## src/rtl/xbar_txn_tracker.sv

```systemverilog
// Per-master transaction-ordering tracker for the crossbar master-side port.
// Keeps per-ID outstanding counters and destination slaves for AR and AW,
// gates issue so same-ID traffic stays on one slave, and queues AW
// destinations so W beats are steered to the right slave.
// Optional build macro: XBAR_TRACKER_ERR_EN adds the sticky err_unmatched output.
module xbar_txn_tracker #(
  parameter int unsigned ID_WIDTH        = 4,
  parameter int unsigned slaves          = 2,
  parameter int unsigned MAX_OUTSTANDING = 4,
  parameter int unsigned W_QUEUE_DEPTH   = 4,
  localparam int unsigned SW = (slaves > 1) ? $clog2(slaves) : 1,
  localparam int unsigned CW = $clog2(MAX_OUTSTANDING + 1)
) (
  input  logic                ACLK,
  input  logic                ARESET,
  input  logic                ar_req_valid,
  input  logic [ID_WIDTH-1:0] ar_req_id,
  input  logic [SW-1:0]       ar_req_dest,
  output logic                ar_allow,
  input  logic                ar_issue,
  input  logic                r_done,
  input  logic [ID_WIDTH-1:0] r_done_id,
  input  logic                aw_req_valid,
  input  logic [ID_WIDTH-1:0] aw_req_id,
  input  logic [SW-1:0]       aw_req_dest,
  output logic                aw_allow,
  input  logic                aw_issue,
  input  logic                b_done,
  input  logic [ID_WIDTH-1:0] b_done_id,
  output logic                w_dest_valid,
  output logic [SW-1:0]       w_dest,
  input  logic                w_last_fire
`ifdef XBAR_TRACKER_ERR_EN
  ,
  output logic                err_unmatched
`endif
);

  localparam int unsigned NID = 2 ** ID_WIDTH;
  localparam int unsigned QW  = $clog2(W_QUEUE_DEPTH);
  localparam int unsigned QCW = $clog2(W_QUEUE_DEPTH + 1);
  localparam logic [CW-1:0]  CntMax = CW'(MAX_OUTSTANDING);
  localparam logic [QCW-1:0] QFull  = QCW'(W_QUEUE_DEPTH);

  logic [NID-1:0][CW-1:0] ar_cnt_q, ar_cnt_d, aw_cnt_q, aw_cnt_d;
  logic [NID-1:0][SW-1:0] ar_dst_q, ar_dst_d, aw_dst_q, aw_dst_d;

  logic [W_QUEUE_DEPTH-1:0][SW-1:0] wq_mem_q;
  logic [QW-1:0]                    wq_wr_q, wq_rd_q;
  logic [QCW-1:0]                   wq_cnt_q;

  logic ar_fire, aw_fire, ar_dec, aw_dec;
  logic wq_push, wq_pop, wq_full, wq_empty;

  // Issue gating: free ID, or same slave with room left.
  always_comb begin
    wq_empty = (wq_cnt_q == '0);
    wq_full  = (wq_cnt_q == QFull);
    ar_allow = ar_req_valid &
               ((ar_cnt_q[ar_req_id] == '0) |
                ((ar_cnt_q[ar_req_id] < CntMax) & (ar_dst_q[ar_req_id] == ar_req_dest)));
    aw_allow = aw_req_valid & ~wq_full &
               ((aw_cnt_q[aw_req_id] == '0) |
                ((aw_cnt_q[aw_req_id] < CntMax) & (aw_dst_q[aw_req_id] == aw_req_dest)));
    ar_fire  = ar_issue & ar_allow;
    aw_fire  = aw_issue & aw_allow;
    ar_dec   = r_done & (ar_cnt_q[r_done_id] != '0);
    aw_dec   = b_done & (aw_cnt_q[b_done_id] != '0);
    wq_push  = aw_fire;
    wq_pop   = w_last_fire & ~wq_empty;
    w_dest_valid = ~wq_empty;
    w_dest       = wq_empty ? '0 : wq_mem_q[wq_rd_q];
  end

  // AR table update: retire first, then issue, so a same-ID retire+issue at
  // count 1 passes through zero and reloads the destination.
  always_comb begin
    ar_cnt_d = ar_cnt_q;
    ar_dst_d = ar_dst_q;
    if (ar_dec) ar_cnt_d[r_done_id] = ar_cnt_q[r_done_id] - CW'(1);
    if (ar_fire) begin
      if (ar_cnt_d[ar_req_id] == '0) ar_dst_d[ar_req_id] = ar_req_dest;
      ar_cnt_d[ar_req_id] = ar_cnt_d[ar_req_id] + CW'(1);
    end
  end

  // AW table update, same ordering as the AR table.
  always_comb begin
    aw_cnt_d = aw_cnt_q;
    aw_dst_d = aw_dst_q;
    if (aw_dec) aw_cnt_d[b_done_id] = aw_cnt_q[b_done_id] - CW'(1);
    if (aw_fire) begin
      if (aw_cnt_d[aw_req_id] == '0) aw_dst_d[aw_req_id] = aw_req_dest;
      aw_cnt_d[aw_req_id] = aw_cnt_d[aw_req_id] + CW'(1);
    end
  end

  // Table and W-queue pointer state.
  always_ff @(posedge ACLK or posedge ARESET) begin
    if (ARESET) begin
      ar_cnt_q <= '0;
      ar_dst_q <= '0;
      aw_cnt_q <= '0;
      aw_dst_q <= '0;
      wq_wr_q  <= '0;
      wq_rd_q  <= '0;
      wq_cnt_q <= '0;
    end else begin
      ar_cnt_q <= ar_cnt_d;
      ar_dst_q <= ar_dst_d;
      aw_cnt_q <= aw_cnt_d;
      aw_dst_q <= aw_dst_d;
      if (wq_push) wq_wr_q <= wq_wr_q + QW'(1);
      if (wq_pop)  wq_rd_q <= wq_rd_q + QW'(1);
      case ({wq_push, wq_pop})
        2'b10:   wq_cnt_q <= wq_cnt_q + QCW'(1);
        2'b01:   wq_cnt_q <= wq_cnt_q - QCW'(1);
        default: wq_cnt_q <= wq_cnt_q;
      endcase
    end
  end

  // W-queue storage; contents are masked by w_dest_valid so no reset needed.
  always_ff @(posedge ACLK) begin
    if (wq_push) wq_mem_q[wq_wr_q] <= aw_req_dest;
  end

`ifdef XBAR_TRACKER_ERR_EN
  logic err_q;

  // Sticky flag for responses or WLASTs that match nothing in flight.
  always_ff @(posedge ACLK or posedge ARESET) begin
    if (ARESET) begin
      err_q <= 1'b0;
    end else if ((r_done & (ar_cnt_q[r_done_id] == '0)) |
                 (b_done & (aw_cnt_q[b_done_id] == '0)) |
                 (w_last_fire & wq_empty)) begin
      err_q <= 1'b1;
    end
  end

  assign err_unmatched = err_q;
`endif

endmodule
```

## config.mk

```make
export PLATFORM = sky130hd
export DESIGN_NAME = xbar_txn_tracker
export DESIGN_NICKNAME = d
export VERILOG_FILES = /design/src/rtl/xbar_txn_tracker.sv
export SDC_FILE = /design/constraint.sdc
export NUM_CORES = 1
export LEC_CHECK = 0
export ABC_AREA = 1
export BUFFER_PORTS_ARGS = -buffer_cell sky130_fd_sc_hd__buf_2
export CORE_ASPECT_RATIO = 0.9
export CORE_MARGIN = 2
export CORE_UTILIZATION = 25
export CTS_CLUSTER_DIAMETER = 200
export DETAILED_ROUTE_END_ITERATION = 16
export PLACE_DENSITY = 0.47
export SYNTH_ARGS = -nofsm -noshare
export SYNTH_HDL_FRONTEND = slang
export SYNTH_SLANG_ARGS = --single-unit
```

## constraint.sdc

```tcl
create_clock -name ACLK -period 4.4 [get_ports ACLK]
set_input_delay 0.44 -clock ACLK [delete_from_list [all_inputs] [get_ports ACLK]]
set_output_delay 0.44 -clock ACLK [all_outputs]
set_load 0.02 [all_outputs]
```

==> impl_metrics.ini <==
[run_status]
outcome = finished clean

[route]
wl_per_cell_um = 17.2
route.detailed.drc = 0
viasPerCell = 4.74
routed_wl_um = 40200
drt-pass1-iter-count = 5
postRouteAntennaNets = 0
via_count = 11095
first_iter_violations = 1121

[logic_synthesis]
ys.flop_type = dfrtp_1
ys_top_cells_by_area = dfrtp_1 (34%), nand2_1 (27%), inv_1 (7.0%), o21ai_0 (6.0%), nor2_1 (4.2%)
avgSynthCellArea_um2 = 6.20
yosysTopAreaCell = dfrtp_1
synth_seq_cells = 139
syn_area_um2 = 10000
async_reset_ff_share_pct = 97.1
yosysTopAreaCellShare_pct = 33.7
synth_nets = 1658
synthCells = 1617
yosysWarnings = 0
synth_edf_count = 4
netlist_top_cells_count = nand2_1 (731), inv_1 (187), dfrtp_1 (135), o21ai_0 (120), nor2_1 (112)
synth_most_common_cell = nand2_1
synthDistinctLibCells = 41
seq_area_frac_synth_pct = 34.9

[layout]
multi_input_area_um2 = 5610
area_delta_synth_final_pct = 24.9
drive_above_1_share_pct = 16.0
ff_latch_area_um2 = 3500
fillers = 4483
num_antenna_cells = 0
fin_nets = 1835
stdcell_count = 2339
fin_util_pct = 31.7

[floorplan]
dieArea_um2 = 41700
dieWidth_um = 215
core_um2 = 39500
ioPinCount = 31
start_util_pct = 25.4
rows = 69
die_y_um = 194

[pwr]
peakVddDrop_v = 0.000192
power.density_nw_per_um2 = 560
leakagePower_nw = 6.63

[timing]
setup_viol = 0
tightestPinTransition_ns = 1.18
finalMaxSlewViolations = 0
hold_ws_ns = 0.0843
period_share_pct = 94.0
fin_crit_ns = 4.13
final.setup.worst_slack_ns = 0.266
rsz0062_at_grt = false
relSlewSlack_pct = 20.4
timing.fmax_mhz = 242
skew_ns = 0.0122
setup_tns_ns = 0
hold_viol = 0

[critical_path]
reg2reg_slack_ns = 0.34
endpoint = ar_dst_q[5]$_DFFE_PP0P_
crit_cells = 25
cp_data_required_time_ns = 4.73
criticalPathCategory = primary input to flip-flop
arrival_ns = 4.46
setup.worst_path.start_class = primary input
cp_max_fo = 16
cp_slowest_cell = o21ai_0
critPathMostFrequentCell = nand2_1
crit_buf_inv = 6
critPathLaunch = r_done_id[0]
critPathCaptureType = flip-flop
crit_path_max_incr_delay_ns = 0.41
rr_worst_depth = 25
r2r-start = ar_cnt_q[45]$_DFF_PP0_
cp_top_family = simple AND/OR/NAND/NOR gates
r2r_end = ar_dst_q[5]$_DFFE_PP0P_

[placed_design]
port-buffer-count = 30
dpl.cell_count = 2304
dp_slack_ns = -0.378
dp_hpwl_um = 29800
gp_congestion = 0.933

[clock_tree]
cts_hold_buf = 0
clkTransAtPathRegs_ns = 0.07
root_buffer = clkbuf_16
clock_sinks = 139
cts_tree = yes
clockBufferDepth = 2
worstSkewPairLatency_ns = 0.44
cts_buffers = 17
htree_num_levels = 4

[job]
maxCapViolations = 0

[min_path]
hp-class = primary input to async pin

[global_routing]
track_usage_pct = 19.5
grt_pass1_wl_um = 63100
grt-ovfl-total = 0
antenna_found_initial = 1
grt_max_degree = 58
grt_pass1_vias = 10748
==> power breakdown <==
part	internal [mW]	total [mW]	switching [mW]	leakage [nW]
clock network	0.778	1.42	0.640	0.270
registers	1.77	2.29	0.516	1.72
logic	1.30	3.30	2.00	4.64
==> kinds of logic (layout without fill, tap and decap cells) <==
| kind of cell | Yosys count | in the layout | synth area share (%) |
|---|---|---|---|
| and+or+nand+nor | 974 | 976 | 38.9 |
| AOI/OAI and AO/OA | 247 | 247 | 14.2 |
| buffers and inverters | 237 | 425 | 9.57 |
| DFF | 139 | 139 | 34.9 |
| adders and majority gates | 14 | 14 | 1.82 |
| xor gates and xnor gates | 6 | 6 | 0.674 |
==> per-stage QoR <==
step           area (um^2)  power (mW)
6_report             12500        7.01
5_1_grt              12500        7.51
4_1_cts              12500        6.95
3_5_place_dp         11900        5.51
3_3_place_gp         11900        5.52
2_1_floorplan        10000        3.91
==> timing repair <==
action	in CTS	in global routing
buffers inserted	0	1
endpoints found under the setup margin	0	50
resized for setup	0	8
==> placed cells by master (no fill, tap or decap), types with 2 or more instances in the layout <==
| cell | n |
|---|---|
| nand2_2 | 7 |
| clkinv_2 | 5 |
| nor2_2 | 27 |
| inv_1 | 186 |
| clkbuf_16 | 17 |
| nand4_1 | 5 |
| edfxtp_1 | 4 |
| a221oi_1 | 2 |
| inv_2 | 10 |
| o21ai_0 | 119 |
| nand3_1 | 74 |
| ha_1 | 13 |
| buf_12 | 4 |
| buf_2 | 30 |
| nor2_4 | 5 |
| xor2_2 | 2 |
| clkinv_4 | 4 |
| nand3_2 | 2 |
| o21ai_1 | 34 |
| or2_2 | 7 |
| inv_6 | 3 |
| buf_4 | 161 |
| nor2_1 | 111 |
| nor3_1 | 3 |
| clkinvlp_4 | 2 |
| a22oi_1 | 39 |
| a21oi_1 | 15 |
| o22ai_1 | 22 |
| nand2_1 | 731 |
| dfrtp_1 | 135 |
| xor2_1 | 3 |
| o221ai_1 | 8 |
==> state kept, by name, summed over array words and instances (netlist names) <==
register,cells
ar_dst_q,16
ar_cnt_q,48
wq_wr_q,2
wq_cnt_q,3
wq_rd_q,2
wq_mem_q,4
aw_cnt_q,48
aw_dst_q,16
==> worst min-delay path by stage <==
stage,startpoint,to,slack [ns],cells past startpoint
after detailed placement,aw_dst_q[14]$_DFFE_PP0P_,aw_dst_q[14]$_DFFE_PP0P_,0.46,2
after global placement,ar_dst_q[10]$_DFFE_PP0P_,ar_dst_q[10]$_DFFE_PP0P_,0.46,2
after CTS,ARESET,ar_cnt_q[5]$_DFF_PP0_,0.10,2
final,ARESET,ar_cnt_q[5]$_DFF_PP0_,0.08,2
after global routing,ARESET,ar_cnt_q[34]$_DFF_PP0_,0.14,2
after floorplan,aw_dst_q[10]$_DFFE_PP0P_,aw_dst_q[10]$_DFFE_PP0P_,0.44,2
==> layer usage <==
layer	wire length (um)	GRT usage (%)
met1	19800	29.2
met2	16700	29.1
met3	2990	2.93
met4	706	5.26
met5	13	0
==> worst register-to-register path, cell delays in order, from the launching register on <==
cell and delay, ns:
dfrtp_1 0.47, nand2_1 0.10, nand2_1 0.07, nand2_1 0.04, nand2_1 0.06, nand2_1 0.05
nand2_1 0.07, nor2_2 0.05, ha_1 0.21, ha_1 0.20, inv_1 0.05, nand2_1 0.10
buf_4 0.16, nor2_2 0.26, nand2_1 0.19, o21ai_0 0.41, o22ai_1 0.16, a21oi_1 0.15
nand2_1 0.10, nor3_1 0.24, inv_1 0.08, ha_1 0.19, nand3_1 0.24, nor2_4 0.15
nand3_1 0.10, nand2_1 0.06
==> area by class of cell <==
cell class,instances,area share (%)
Tap cell,532,5.31
Clock buffer,18,3.43
Clock inverter,14,0.979
Sequential cell,139,27.9
Timing Repair Buffer,196,11.6
Multi-Input combinational cell,1243,44.8
Inverter,197,5.94
(Power assumes the default switching activity.)
